$ cat config.mk
export PLATFORM = sky130hd
export DESIGN_NAME = multicycle_ctrl
export DESIGN_NICKNAME = d
export VERILOG_FILES = /design/src/rtl/cpu_ctrl_pkg.sv /design/src/rtl/mem_wait_timer.sv /design/src/rtl/multicycle_ctrl.sv
export SDC_FILE = /design/constraint.sdc
export NUM_CORES = 1
export LEC_CHECK = 0
export ABC_AREA = 1
export ABC_CLOCK_PERIOD_IN_PS = 3800
export BUFFER_PORTS_ARGS = -buffer_cell sky130_fd_sc_hd__buf_2
export CAP_MARGIN = 20
export CORE_MARGIN = 4
export CORE_UTILIZATION = 50
export DETAILED_ROUTE_END_ITERATION = 16
export PLACE_DENSITY = 0.84
export SYNTH_ARGS = -nofsm -noshare
export SYNTH_HDL_FRONTEND = slang
export SYNTH_HIERARCHICAL = 1
export SYNTH_SLANG_ARGS = --single-unit
$ cat constraint.sdc
create_clock -name clk -period 3.8 [get_ports clk]
set_clock_uncertainty 0.1 [all_clocks]
set_input_delay 0.95 -clock clk [delete_from_list [all_inputs] [get_ports clk]]
set_output_delay 0.95 -clock clk [all_outputs]
set_load 0.1 [all_outputs]
$ cat src/rtl/cpu_ctrl_pkg.sv
// rtl/cpu_ctrl_pkg.sv - shared opcodes, state encodings and ALU op codes for the multi-cycle controller
package cpu_ctrl_pkg;

    typedef enum logic [2:0] {
        S_IDLE   = 3'd0,
        S_FETCH  = 3'd1,
        S_DECODE = 3'd2,
        S_EXEC   = 3'd3,
        S_MEM    = 3'd4,
        S_WB     = 3'd5
    } state_t;

    localparam logic [5:0] OP_R    = 6'b000000;
    localparam logic [5:0] OP_ADDI = 6'b001000;
    localparam logic [5:0] OP_ORI  = 6'b001101;
    localparam logic [5:0] OP_LW   = 6'b100011;
    localparam logic [5:0] OP_SW   = 6'b101011;

    localparam logic [1:0] ALUOP_R   = 2'b10;
    localparam logic [1:0] ALUOP_ADD = 2'b01;
    localparam logic [1:0] ALUOP_OR  = 2'b11;

    // True for every opcode the datapath can execute
    function automatic logic is_supported(input logic [5:0] op);
        return (op == OP_R) || (op == OP_ADDI) || (op == OP_ORI) ||
               (op == OP_LW) || (op == OP_SW);
    endfunction

    // True for the opcodes that visit the MEM state
    function automatic logic is_mem_op(input logic [5:0] op);
        return (op == OP_LW) || (op == OP_SW);
    endfunction

endpackage

$ cat src/rtl/mem_wait_timer.sv
// rtl/mem_wait_timer.sv - counts unanswered MEM cycles and flags the last one allowed
module mem_wait_timer #(
    parameter int MEM_WAIT_MAX = 15
) (
    input  logic clk,
    input  logic rst_n,
    input  logic clear,
    input  logic enable,
    output logic expire
);

    localparam int W = $clog2(MEM_WAIT_MAX + 1);
    localparam logic [W-1:0] LAST = W'(MEM_WAIT_MAX - 1);

    logic [W-1:0] cnt;

    // Wait counter: cleared before each MEM visit, advances on every cycle without ready
    always_ff @(posedge clk) begin
        if (!rst_n) begin
            cnt <= '0;
        end else if (clear) begin
            cnt <= '0;
        end else if (enable) begin
            cnt <= cnt + W'(1);
        end
    end

    // The current MEM cycle is the final one the controller will wait through
    assign expire = (cnt == LAST);

endmodule

$ cat src/rtl/multicycle_ctrl.sv
// rtl/multicycle_ctrl.sv - FETCH/DECODE/EXEC/MEM/WB sequencer driving datapath selects and strobes
module multicycle_ctrl
    import cpu_ctrl_pkg::*;
#(
    parameter int MEM_WAIT_MAX = 15,
    parameter int CNT_W        = 32
) (
    input  logic             clk,
    input  logic             rst_n,
    input  logic [5:0]       Opcode,
    input  logic             Mem_ready,
    output logic             PC_w,
    output logic             IR_w,
    output logic             Reg_w,
    output logic             Mem_r,
    output logic             Mem_w,
    output logic             Reg_dst,
    output logic             ALU_src,
    output logic             Mem_to_reg,
    output logic [1:0]       ALU_op,
    output logic [2:0]       State,
    output logic             Illegal,
    output logic             Mem_err,
    output logic [CNT_W-1:0] Instr_cnt
);

    state_t     state_q;
    state_t     state_d;
    logic [5:0] op_q;
    logic       expire;
    logic       in_mem;

    assign in_mem = (state_q == S_MEM);
    assign State  = state_q;

    mem_wait_timer #(
        .MEM_WAIT_MAX(MEM_WAIT_MAX)
    ) u_timer (
        .clk   (clk),
        .rst_n (rst_n),
        .clear (state_q == S_EXEC),
        .enable(in_mem && !Mem_ready),
        .expire(expire)
    );

    // State register, latched opcode and retired-instruction counter
    always_ff @(posedge clk) begin
        if (!rst_n) begin
            state_q   <= S_IDLE;
            op_q      <= '0;
            Instr_cnt <= '0;
        end else begin
            state_q <= state_d;
            if (state_q == S_DECODE) begin
                op_q <= Opcode;
            end
            if (PC_w) begin
                Instr_cnt <= Instr_cnt + CNT_W'(1);
            end
        end
    end

    // Next state and strobes; PC_w/Mem_err leaving MEM react to Mem_ready in the same cycle
    always_comb begin
        state_d = state_q;
        PC_w    = 1'b0;
        IR_w    = 1'b0;
        Reg_w   = 1'b0;
        Mem_r   = 1'b0;
        Mem_w   = 1'b0;
        Illegal = 1'b0;
        Mem_err = 1'b0;
        case (state_q)
            S_IDLE: state_d = S_FETCH;
            S_FETCH: begin
                IR_w    = 1'b1;
                state_d = S_DECODE;
            end
            S_DECODE: begin
                if (is_supported(Opcode)) begin
                    state_d = S_EXEC;
                end else begin
                    Illegal = 1'b1;
                    PC_w    = 1'b1;
                    state_d = S_FETCH;
                end
            end
            S_EXEC: state_d = is_mem_op(op_q) ? S_MEM : S_WB;
            S_MEM: begin
                Mem_r = (op_q == OP_LW);
                Mem_w = (op_q == OP_SW);
                if (Mem_ready) begin
                    if (op_q == OP_LW) begin
                        state_d = S_WB;
                    end else begin
                        PC_w    = 1'b1;
                        state_d = S_FETCH;
                    end
                end else if (expire) begin
                    Mem_err = 1'b1;
                    PC_w    = 1'b1;
                    state_d = S_FETCH;
                end
            end
            S_WB: begin
                Reg_w   = 1'b1;
                PC_w    = 1'b1;
                state_d = S_FETCH;
            end
            default: state_d = S_IDLE;
        endcase
    end

    // Datapath selects follow the latched opcode only while the instruction is executing
    always_comb begin
        Reg_dst    = 1'b0;
        ALU_src    = 1'b0;
        Mem_to_reg = 1'b0;
        ALU_op     = 2'b00;
        if (state_q == S_EXEC || state_q == S_MEM || state_q == S_WB) begin
            case (op_q)
                OP_R: begin
                    Reg_dst = 1'b1;
                    ALU_op  = ALUOP_R;
                end
                OP_ADDI: begin
                    ALU_src = 1'b1;
                    ALU_op  = ALUOP_ADD;
                end
                OP_ORI: begin
                    ALU_src = 1'b1;
                    ALU_op  = ALUOP_OR;
                end
                OP_LW: begin
                    ALU_src    = 1'b1;
                    Mem_to_reg = 1'b1;
                    ALU_op     = ALUOP_ADD;
                end
                OP_SW: begin
                    ALU_src = 1'b1;
                    ALU_op  = ALUOP_ADD;
                end
                default: ;
            endcase
        end
    end

endmodule

=== Yosys cells after proc, flatten, opt, wreduce, memory -nomap -nowiden ===
Index checks and enable logic that the tools add are counted.

* Register bits: 45
* Bits of input ports: 9
* Output and inout bits: 47
* Logic and storage cells: 64

* Add/sub/neg operators: 2
* Equal/unequal tests: 15
* Mux-type cells: 26
* Bitwise logic cells: 1
* Reduce and logical (&&, ||, !) cells: 16

{| class="wikitable"
|+ Operators with widths
! cell !! number
|-
| $add 32x1->32 const B || 1
|-
| $eq 6x4->1 const B || 4
|-
| $eq 6x6->1 const B || 4
|-
| $mux 1 || 18
|-
| $pmux 3 s5 || 1
|-
| $logic_not 6->1 || 2
|-
| $mux 3 || 3
|-
| $logic_or 1x1->1 || 7
|-
| $eq 3x2->1 const B || 2
|-
| $eq 3x3->1 const B || 2
|-
| $pmux 2 s3 || 1
|-
| $add 4x1->4 const B || 1
|-
| $eq 4x4->1 const B || 1
|-
| $mux 2 || 2
|-
| $reduce_or 2->1 || 2
|-
| $reduce_or 4->1 || 1
|-
| $eq 3x1->1 const B || 1
|-
| $logic_not 3->1 || 1
|-
| $ne 3x3->1 const B || 1
|-
| $pmux 1 s3 || 1
|-
| $reduce_or 3->1 || 1
|-
| $logic_and 1x1->1 || 1
|-
| $logic_not 1->1 || 1
|-
| $not 1->1 || 1
|}

=== Logic depth before layout (Yosys ltp) ===
* Depth after elaboration: 7
* Mapped depth: 10
* Gate-level depth less buffers: 10

=== Cells and area by module ===
Netlist, hierarchy kept.

{| class="wikitable"
|+ By module, submodules not included
! module !! times used !! cells each !! area each (um2) !! seq. area each (um2)
|-
| multicycle_ctrl || 1 || 438 || 2700.1 || 820.8
|-
| mem_wait_timer || 1 || 25 || 191.4 || 80.1
|}

=== Worst setup path after synthesis ===
No wires, ideal clock.

* Path type: register to output
* From: register state_q[2] (netlist: State[2])
* To: output Mem_w
* Arrival: 4.252 ns
* Data required time: 2.750 ns
* Setup slack: -1.502 ns
* Cell stages (with the launch flop): 5
* Path buffers: 0
* Cell sequence: dfxtp_1 > nand2_1 > nor2_1 > inv_1 > nor4_1

* Longest elaborated chain between the ends: 2

{| class="wikitable"
|+ Ends and longest elaborated chain
! element !! line !! RTL
|-
| from (decl) || multicycle_ctrl.sv:27 || <nowiki>state_t state_q;</nowiki>
|-
| from (signal assigned) || multicycle_ctrl.sv:53 || <nowiki>state_q <= state_d;</nowiki>
|-
| $eq 3x3->1 || multicycle_ctrl.sv:73 || <nowiki>case (state_q)</nowiki>
|-
| $mux 1 || multicycle_ctrl.sv:73 ||
|-
| to (decl) || multicycle_ctrl.sv:16 || <nowiki>output logic Mem_w,</nowiki>
|}

Every way passes these cells.

=== Worst setup path in the final report ===
* From: input Opcode[2]
* To: output PC_w

* Longest elaborated chain between the ends: 7
* Elaborated cells between the ends (all ways): 11
* Classes of those cells: eq/ne: 4; mux: 2; reduce/logical: 5

{| class="wikitable"
|+ Ends and longest elaborated chain
! element !! line !! RTL
|-
| from (decl) || multicycle_ctrl.sv:10 || <nowiki>input logic [5:0] Opcode,</nowiki>
|-
| $eq 6x4->1 or $logic_not 6->1 (tied branches) || cpu_ctrl_pkg.sv:25 || <nowiki>return (op == OP_R) || (op == OP_ADDI) || (op == OP_ORI) ||</nowiki>
|-
| $logic_or 1x1->1 (3 in series) || cpu_ctrl_pkg.sv:25 ||
|-
| $logic_or 1x1->1 (*) || cpu_ctrl_pkg.sv:26 || <nowiki>(op == OP_LW) || (op == OP_SW);</nowiki>
|-
| $mux 1 (*) || multicycle_ctrl.sv:80 || <nowiki>if (is_supported(Opcode)) begin</nowiki>
|-
| $pmux 1 s3 (*) || multicycle_ctrl.sv:73 ||
|-
| to (decl) || multicycle_ctrl.sv:12 || <nowiki>output logic PC_w,</nowiki>
|}

Mark *: on every way between the ends. The rest lies on a longest branch, timed or not.

==> results by group <==
STA
  – Fin crit share: between 80% and 90%
  – Min Tclk post-route: 3.09 ns
  – Final setup viols: 0
  – Final hold slack: roughly 0.42 ns
  – Worst Setup Slack, final: between 0.7 and 0.8 ns
  – Unrepaired setup endpoints after global routing: false
  – Pin slew with the least headroom to its limit: roughly 0.54 ns
  – Slew HR: between 60% and 70%
  – Max Clock Freq: roughly 0.32 GHz
  – Endpoints failing hold: 0
  – Slew Limit Fails: 0

Yosys
  – Asr flop ratio synth: 0%
  – Synth Area per Inst: between 6 and 7 µm²
  – Synth Instances: between 400 and 500
  – Sequential area share after synthesis: 31.2%
  – Synth Register Bits: 45
  – Distinct cells, synth: 26
  – Leading area contributor after synthesis: dfxtp_1
  – EDFF count, synth: 0
  – Dominant cells by area after synthesis: dfxtp_1 (31%), nand2_1 (18%), nor2_1 (8.7%), nand3_1 (8.7%), a21oi_1 (7.1%)
  – Yosys warns: 6
  – Top post-synthesis cells by count: nand2_1 (141), nor2_1 (67), nand3_1 (50), dfxtp_1 (45), a21oi_1 (41)
  – Most common cell in the synthesized netlist: nand2_1
  – Syn Nets: about 480
  – Post-synth top flop: dfxtp_1
  – Synth top area share: ~31%
  – Post-Syn Area: around 2900 µm²

Clock network
  – H-tree levels: 2
  – Setup bufs post-CTS: 0
  – Hold_buf cts: 0
  – TritonCTS Sinks: 45
  – Clock transition at path regs: ~0.080 ns
  – Clock root cell: clkbuf_8
  – CTS resizes: 0
  – CTS Buf Count: 5
  – Worst-Skew Late Latency: around 0.30 ns
  – TritonCTS clock tree: yes
  – Largest buffer count on any clock path: 2

Placement
  – Port Buf Inserts: 55
  – Dpl hpwl: between 5 and 6 mm
  – Gp weighted congestion: 1.00
  – Worst slack, placed: a little over 0.7 ns

Critical path
  – Kind of critical path: primary input to output pin
  – Setup crit end kind: output pin
  – Flop2flop setup slack: 1.84 ns
  – Crit path DAT: 2.04 ns
  – Startpoint Class: primary input
  – Worst Path Required: approximately 2.8 ns
  – CP max FO: 33

Global route
  – Vias in the first global route: 2,871
  – Largest net degree at the start of global routing: 34
  – Total track usage: 21.1%
  – Initial antenna violation count: 0
  – Remaining global-route overflow: 0
  – First-pass GRT wire length: ~13 mm

Cells and area
  – Nets@finish: approximately 530
  – Layout cells sized above 1: 20.1%
  – Area grow syn2layout: 15.2%
  – Finished Core Util: between 50% and 60%
  – Inserted Diodes: 0

Floorplan
  – Core Box Area: ~5600 µm²
  – Initial Util: 51.9%
  – Die area: 7060 µm²
  – # rows: 27
  – DIE HEIGHT: 84.0 µm
  – Chip width: around 84 µm
  – Io pins: 56

Power
  – Peak VDD IR: roughly 0.16 mV
  – Leak: about 0.0014 µW
  – Pwr/cell area: 278 nW/µm²
  – Tot Pwr: between 900 and 1000 µW

Run status
  – Status: finished, final reports clean

Worst hold path
  – Hold Path Class: flip-flop to flip-flop

Detailed routing
  – Vias per inst: roughly 5.2
  – Final wirelength: around 7.3 mm
  – Via count: slightly above 3k
  – DRT iter0 DRCs: between 150 and 200
  – DRT Pass-1 Iters: 4
  – ANT nets after route: 0
  – Routed WL per cell: 12.4 µm
  – DR DRC count: 0

Flow run
  – Max-capacitance violation count: 0
## metal layers
layer  GRT usage, %  routed length (µm)  part of all wire, %  up-vias
li1               -                   -                    -     1572
met1           25.5                3160                   43     1375
met2           35.9                3510                   48      101
met3           4.74                 441                  6.0       22
met4           8.92                 188                  2.6        0
met5              0                   0                    0        -
## worst max-delay path: stages
cell and delay, ns:
buf_2 0.11, inv_1 0.07, nand2_1 0.05, nand3_1 0.07, nand2_1 0.05, nand2_1 0.08
nand2_2 0.11, nand2_4 0.32, buf_12 0.23
## worst paths after layout
path                                                  start                     endpoint  depth (start not counted)
worst max register to register    Instr_cnt[0]$_SDFFE_PN0P_   Instr_cnt[28]$_SDFFE_PN0P_                         10
worst min-delay path            u_timer/cnt[3]$_SDFFE_PP0P_  u_timer/cnt[3]$_SDFFE_PP0P_                          2
worst max-delay path                              Opcode[2]                         PC_w                          9
worst min register to register  u_timer/cnt[3]$_SDFFE_PP0P_  u_timer/cnt[3]$_SDFFE_PP0P_                          2
## layout by cell type (no fill, tap or decap), types with 3 or more instances in the layout
cell / n
nor2_4: 9
nor2_1: 65
nand2_1: 141
a21oi_1: 40
o21ai_0: 8
nand4_1: 3
buf_4: 4
nor2_2: 8
clkbuf_8: 5
buf_2: 54
xnor2_1: 4
inv_1: 38
nand2_4: 3
inv_2: 4
nand2_2: 9
nand3_1: 50
ha_1: 3
dfxtp_1: 45
xor2_1: 11
## logic make-up after synthesis
kind of cell | count (synthesis) | synth area share [%]
xor+xnor | 15 | 4.54
simple gates | 292 | 45.3
flops | 45 | 31.2
buf+inv | 54 | 7.92
compound gates | 54 | 9.74
fa+ha+maj | 3 | 1.30
## layout make-up
class                           count  area [µm²]
Clock buffer                        5        68.8
Clock inverter                      3        17.5
Fill cell                         564        2240
Inverter                           42         158
Multi-Input combinational cell    364        1780
Sequential cell                    45         901
Tap cell                           72        90.1
Timing Repair Buffer               59         320
## power breakdown
group	leakage (µW)	switching, µW	internal, µW
Clock	0.0000439	170	127
Combinational	0.000977	112	28.7
Sequential	0.000364	9.70	479
Total	0.00138	292	635
## sequential cells by signal (all words and copies together) (netlist names)
signal	count
State	3
Instr_cnt	32
op_q	6
u_timer/cnt	4
## per-stage QoR
| stage | cell area (µm²) | instances | TNS [ns] |
|---|---|---|---|
| after floorplan | 2910 | 463 | -0.316 |
| after global placement | 3250 | 582 | 0 |
| after detailed placement | 3250 | 582 | 0 |
| after CTS | 3330 | 590 | 0 |
| after global routing | 3330 | 590 | 0 |
| final | 3330 | 590 | 0 |
(Power assumes the default switching activity.)
